**src/rtl/comparator_pkg.sv**
```systemverilog
// comparator_pkg: shared types for the comparator family.
//   rel_e     - relation code produced by a compare (NONE/GT/LT/EQ)
//   state_e   - run-tracking FSM state of comparator_stream
//   STATS_W   - width of the optional per-relation sample counters
//   rel_to_state - maps a relation onto the run state that tracks it
package comparator_pkg;

    typedef enum logic [1:0] {
        REL_NONE = 2'd0,
        REL_GT   = 2'd1,
        REL_LT   = 2'd2,
        REL_EQ   = 2'd3
    } rel_e;

    typedef enum logic [1:0] {
        IDLE   = 2'd0,
        RUN_GT = 2'd1,
        RUN_LT = 2'd2,
        RUN_EQ = 2'd3
    } state_e;

    localparam int STATS_W = 16;

    function automatic state_e rel_to_state(input rel_e r);
        state_e s;
        case (r)
            REL_GT:  s = RUN_GT;
            REL_LT:  s = RUN_LT;
            REL_EQ:  s = RUN_EQ;
            default: s = IDLE;
        endcase
        return s;
    endfunction

endpackage

```
**src/rtl/comparator_core.sv**
```systemverilog
// comparator_core: combinational magnitude compare, unsigned or two's complement.
// Ports:
//   i_a, i_b     in  WIDTH  operands
//   i_is_signed  in  1      1 = two's-complement compare
//   o_gt/o_lt/o_eq out 1    one-hot relation of A versus B
module comparator_core #(
    parameter int WIDTH = 4
) (
    input  logic [WIDTH-1:0] i_a,
    input  logic [WIDTH-1:0] i_b,
    input  logic             i_is_signed,
    output logic             o_gt,
    output logic             o_lt,
    output logic             o_eq
);

    // Flipping the sign bit maps two's-complement order onto unsigned order,
    // so one unsigned comparator serves both modes.
    logic [WIDTH-1:0] w_a_adj;
    logic [WIDTH-1:0] w_b_adj;

    assign w_a_adj = {i_a[WIDTH-1] ^ i_is_signed, i_a[WIDTH-2:0]};
    assign w_b_adj = {i_b[WIDTH-1] ^ i_is_signed, i_b[WIDTH-2:0]};

    assign o_gt = (w_a_adj >  w_b_adj);
    assign o_lt = (w_a_adj <  w_b_adj);
    assign o_eq = (w_a_adj == w_b_adj);

endmodule

```
**src/rtl/comparator_stream.sv**
```systemverilog
// comparator_stream: streaming comparator with relation-persistence tracking.
// Accepts (a, b, is_signed) over valid/ready, registers the one-hot relation
// one cycle later, and flags when PERSIST consecutive accepted samples share
// the same relation.
// Ports:
//   clk, rst                    clock, synchronous active-high reset
//   in_valid/in_ready           input handshake
//   a, b, is_signed             operand pair and compare mode
//   out_valid/out_ready         output handshake
//   a_gt_b/a_lt_b/a_eq_b        registered one-hot relation
//   gt/lt/eq_persist            run of >= PERSIST beats of that relation
// Optional (macro COMPARATOR_STREAM_STATS_EN):
//   clr_stats                   zero the sample counters
//   gt_count/lt_count/eq_count  saturating per-relation sample counts
module comparator_stream
    import comparator_pkg::*;
#(
    parameter int WIDTH   = 4,
    parameter int PERSIST = 3,
    parameter int RUN_W   = $clog2(PERSIST + 1)
) (
    input  logic             clk,
    input  logic             rst,
    input  logic             in_valid,
    output logic             in_ready,
    input  logic [WIDTH-1:0] a,
    input  logic [WIDTH-1:0] b,
    input  logic             is_signed,
    output logic             out_valid,
    input  logic             out_ready,
    output logic             a_gt_b,
    output logic             a_lt_b,
    output logic             a_eq_b,
    output logic             gt_persist,
    output logic             lt_persist,
    output logic             eq_persist
`ifdef COMPARATOR_STREAM_STATS_EN
    ,
    input  logic               clr_stats,
    output logic [STATS_W-1:0] gt_count,
    output logic [STATS_W-1:0] lt_count,
    output logic [STATS_W-1:0] eq_count
`endif
);

    localparam logic [RUN_W-1:0] PERSIST_C = RUN_W'(PERSIST);

    logic       w_accept;
    logic       w_gt, w_lt, w_eq;
    rel_e       w_rel;

    state_e     r_state;
    state_e     w_state_nxt;
    logic [RUN_W-1:0] r_run;
    logic [RUN_W-1:0] w_run_nxt;

    logic       r_out_valid;
    logic [2:0] r_flags;     // {gt, lt, eq}
    logic [2:0] r_persist;   // {gt, lt, eq}
    logic [2:0] w_persist_nxt;

    comparator_core #(.WIDTH(WIDTH)) u_core (
        .i_a         (a),
        .i_b         (b),
        .i_is_signed (is_signed),
        .o_gt        (w_gt),
        .o_lt        (w_lt),
        .o_eq        (w_eq)
    );

    always_comb begin
        w_rel = REL_NONE;
        if (w_gt)      w_rel = REL_GT;
        else if (w_lt) w_rel = REL_LT;
        else if (w_eq) w_rel = REL_EQ;
    end

    // A held beat blocks intake; a consumed beat frees the slot in the same cycle.
    assign in_ready = !r_out_valid | out_ready;
    assign w_accept = in_valid & in_ready;

    // FSM: state register
    always_ff @(posedge clk) begin
        if (rst) begin
            r_state <= IDLE;
            r_run   <= '0;
        end else begin
            r_state <= w_state_nxt;
            r_run   <= w_run_nxt;
        end
    end

    // FSM: next state and run counter; idle cycles leave the run untouched.
    always_comb begin
        w_state_nxt = r_state;
        w_run_nxt   = r_run;
        if (w_accept) begin
            w_state_nxt = rel_to_state(w_rel);
            if (r_state == w_state_nxt)
                w_run_nxt = (r_run == PERSIST_C) ? r_run : r_run + RUN_W'(1);
            else
                w_run_nxt = RUN_W'(1);
        end
    end

    // FSM: outputs -- persistence of the relation being accepted this cycle.
    always_comb begin
        w_persist_nxt = 3'b000;
        if (w_run_nxt == PERSIST_C)
            w_persist_nxt = {w_gt, w_lt, w_eq};
    end

    always_ff @(posedge clk) begin
        if (rst) begin
            r_out_valid <= 1'b0;
            r_flags     <= 3'b000;
            r_persist   <= 3'b000;
        end else if (w_accept) begin
            r_out_valid <= 1'b1;
            r_flags     <= {w_gt, w_lt, w_eq};
            r_persist   <= w_persist_nxt;
        end else if (out_ready) begin
            r_out_valid <= 1'b0;
        end
    end

    assign out_valid  = r_out_valid;
    assign a_gt_b     = r_flags[2];
    assign a_lt_b     = r_flags[1];
    assign a_eq_b     = r_flags[0];
    assign gt_persist = r_persist[2];
    assign lt_persist = r_persist[1];
    assign eq_persist = r_persist[0];

`ifdef COMPARATOR_STREAM_STATS_EN
    localparam logic [STATS_W-1:0] CNT_MAX = '1;

    logic [STATS_W-1:0] r_gt_cnt, r_lt_cnt, r_eq_cnt;

    // Clear wins over a same-cycle increment.
    always_ff @(posedge clk) begin
        if (rst || clr_stats) begin
            r_gt_cnt <= '0;
            r_lt_cnt <= '0;
            r_eq_cnt <= '0;
        end else if (w_accept) begin
            if (w_gt && r_gt_cnt != CNT_MAX) r_gt_cnt <= r_gt_cnt + STATS_W'(1);
            if (w_lt && r_lt_cnt != CNT_MAX) r_lt_cnt <= r_lt_cnt + STATS_W'(1);
            if (w_eq && r_eq_cnt != CNT_MAX) r_eq_cnt <= r_eq_cnt + STATS_W'(1);
        end
    end

    assign gt_count = r_gt_cnt;
    assign lt_count = r_lt_cnt;
    assign eq_count = r_eq_cnt;
`endif

endmodule
```
**config.mk**
```make
export PLATFORM = sky130hd
export DESIGN_NAME = comparator_stream
export DESIGN_NICKNAME = d
export VERILOG_FILES = /design/src/rtl/comparator_pkg.sv /design/src/rtl/comparator_core.sv /design/src/rtl/comparator_stream.sv
export SDC_FILE = /design/constraint.sdc
export NUM_CORES = 1
export LEC_CHECK = 0
export CAP_MARGIN = 20
export CORE_UTILIZATION = 42
export DETAILED_ROUTE_END_ITERATION = 8
export PLACE_DENSITY = 0.86
export SETUP_SLACK_MARGIN = 0.15
export SKIP_LAST_GASP = 1
export SLEW_MARGIN = 20
export SYNTH_ARGS = -nofsm -noshare
export SYNTH_HDL_FRONTEND = slang
export SYNTH_SLANG_ARGS = --single-unit
```
**constraint.sdc**
```tcl
create_clock -name clk -period 2.7 [get_ports clk]
set_clock_uncertainty 0.15 [all_clocks]
set_input_delay 0.405 -clock clk [delete_from_list [all_inputs] [get_ports clk]]
set_output_delay 0.405 -clock clk [all_outputs]
set_load 0.1 [all_outputs]
```
==> metrics.txt <==
Hold Crit Start r_flags[2]$_SDFFE_PP0P_; Tcrit/Tclk final 88.16%; first-pass GRT wire length 1.821 mm; CTS hold repair buffers 0; RSZ-0062 raised after global routing false; area post-placement 804.5 µm²; cells after synthesis 68; Distinct cells, synth 30; GRT Util Overall 17.70%; Lkg Pwr 0.3658 nW; power share of the sequential group 42.7%; vias in the first global route 460; Critical Path AT 2370 ps; number of max-cap violations 0; most frequent cell after synthesis dfxtp_1; Tightest Pin Transition 426.7 ps; Req. time, crit path 2690 ps; largest net degree at the start of global routing 14; initial detailed-routing violation count 7; Yosys warning total 0; Die W 39.82 µm; # H-tree levels 1; Synth top area share 36.67%; r2r startpoint out_valid$_SDFFE_PP0P_; grt total ovfl 0; min Tclk post-route 2380 ps; hold crit path type reg -> reg; crit path kind in -> reg; top cells by area, synth dfxtp_1, ha_1, nor2_1, a31oi_4, a21oi_1; worst-skew pair later-pin latency 260 ps; setup bufs post-CTS 0; ys flop type dfxtp_1; Worst Setup SP b[1]; cts bufs inserted 3; Rel. slew slack 71.47%; final non-filler cell total 105; worst hold slack 312.6 ps; dpl hpwl 949.9 µm; r2r setup slk 1090 ps; Final Hold Fails 0; Post-CTS Resized 0; cell taking the most area after synthesis dfxtp_1; synthesized area per cell 8.832 µm²; 1st-pass router iterations 4; Clock power frac 25.9%; Initial Util 45.58%; Power per Cell Area 509.9 nW/µm²; CP Capture Type flip-flop; Critical Path Start Type primary input; Fmax 0.4201 GHz; DIE AREA 1585 µm²; Fin Setup TNS 0 ps; Gate power share 31.5%; DR DRC count 0; Seq cells post-synth 11; WL final 1.205 mm; Clock Sinks 11; nets@finish 108; peak supply drop 218.5 µV; async set or reset register ratio after synthesis 0%; Setup-failing EPs final 0; Placed Cells incl. Taps 101; FF-to-FF End r_persist[0]$_SDFFE_PP0P_; Root Driver clkbuf_4; CTS tree built; fin area 830.8 µm²; diodes inserted 0; Port Buffers 20; max-slew violation count 0; maximum fanout along the worst path 6; Post-synth top cells dfxtp_1, nor2_1, nand2_1; Avg WL per Cell 11.48 µm; routability congestion estimate 0.7934; vias 562; Sw Ratio 33.80%; row cnt 13; P_sw 0.1432 mW; Clock Path Buffers 2; Antenna Violating Nets Remaining 0; crit path to r_persist[0]$_SDFFE_PP0P_; Int Pwr 0.2804 mW; layout cells sized above 1 16.67%; core area 1318 µm²; via/cell ratio 5.352; CTS clk-pin slew, worst paths 70 ps; # IOs 21; synthesized cell area 600.6 µm²; syn_nets 85; r2r worst-path depth 5; sequential fraction of the synthesis area 36.67%; Layout area overhead 38.33%; EDFF count, synth 0; status finished clean; Die Span Y 39.82 µm; initial antenna violation count 0
-- layout by cell type (no fill, tap or decap), types with 2 or more instances in the layout --
| cell type | n |
|---|---|
| nor2b_1 | 2 |
| inv_1 | 4 |
| and2_1 | 2 |
| ha_1 | 4 |
| nand2_1 | 5 |
| o21ai_0 | 2 |
| a21oi_1 | 4 |
| nand3b_1 | 2 |
| clkbuf_4 | 3 |
| nor2_1 | 9 |
| o211a_1 | 2 |
| xor2_1 | 2 |
| buf_4 | 8 |
| clkdlybuf4s50_1 | 12 |
| dfxtp_1 | 10 |
-- layer usage --
layer  part of all wire (%)  up-vias  wire [µm]  track usage, %
li1                       -      286          -               -
met1                     43      254        515           19.53
met2                     50       18        605           29.51
met3                    4.5        4         54           5.114
met4                    2.6        0         31           10.34
met5                      0        -          0               0
-- flip-flops by register name, summed over array words and instances (netlist names) --
| signal | flops |
|---|---|
| r_persist | 3 |
| r_flags | 3 |
| out_valid | 1 |
| r_state | 2 |
| r_run | 2 |
-- worst min path at each step --
stage,endpoint,depth (start not counted)
6_report,r_flags[2]$_SDFFE_PP0P_,2
5_1_grt,r_flags[2]$_SDFFE_PP0P_,2
4_1_cts,r_flags[2]$_SDFFE_PP0P_,2
3_5_place_dp,r_flags[2]$_SDFFE_PP0P_,2
3_3_place_gp,r_flags[2]$_SDFFE_PP0P_,2
2_1_floorplan,r_flags[1]$_SDFFE_PP0P_,1
-- layout make-up --
class	instances	area [µm²]
repair buffers	21	200.2
fillers	126	486.7
inverters	4	15.01
clock buffers	4	26.28
well taps	15	18.77
flip-flops and latches	11	221.5
multi-input cells	50	349.1
-- power by group through the flow --
stage / clock, mW / sequential [mW] / combinational [mW]
floorplan: 0 / 0.215 / 0.0677
global placement: 0 / 0.184 / 0.131
detailed placement: 0 / 0.184 / 0.134
CTS: 0.111 / 0.181 / 0.135
global route: 0.120 / 0.182 / 0.145
finish: 0.110 / 0.181 / 0.133
-- per-stage QoR --
| stage | util (%) | power (mW) | setup WS (ps) |
|---|---|---|---|
| finish | 63.06 | 0.4236 | 319.6 |
| floorplan | - | 0.2826 | 421.6 |
| global placement | 61.06 | 0.3145 | 89.78 |
| detailed placement | 61.06 | 0.3182 | 57.20 |
| global route | 63.06 | 0.4476 | 206.2 |
| CTS | 63.06 | 0.4262 | 328.9 |
-- cells by family after synthesis --
logic type	count (synthesis)	synth area share [%]
AND/OR/NAND/NOR	26	22.50
AO/OA/AOI/OAI	17	22.50
flip-flops	11	36.67
buffers and inverters	7	5.625
adder cells (fa/ha/maj)	4	8.334
XOR/XNOR	3	4.376
-- worst max-delay path, cell delays in order --
cell             delay [ps]
clkdlybuf4s50_1         450
inv_1                    40
ha_1                    280
nor2b_1                 130
o211a_1                 220
or3b_1                  480
a32oi_1                 280
o41ai_1                  90
No activity file was read; power rests on OpenSTA's default activity.
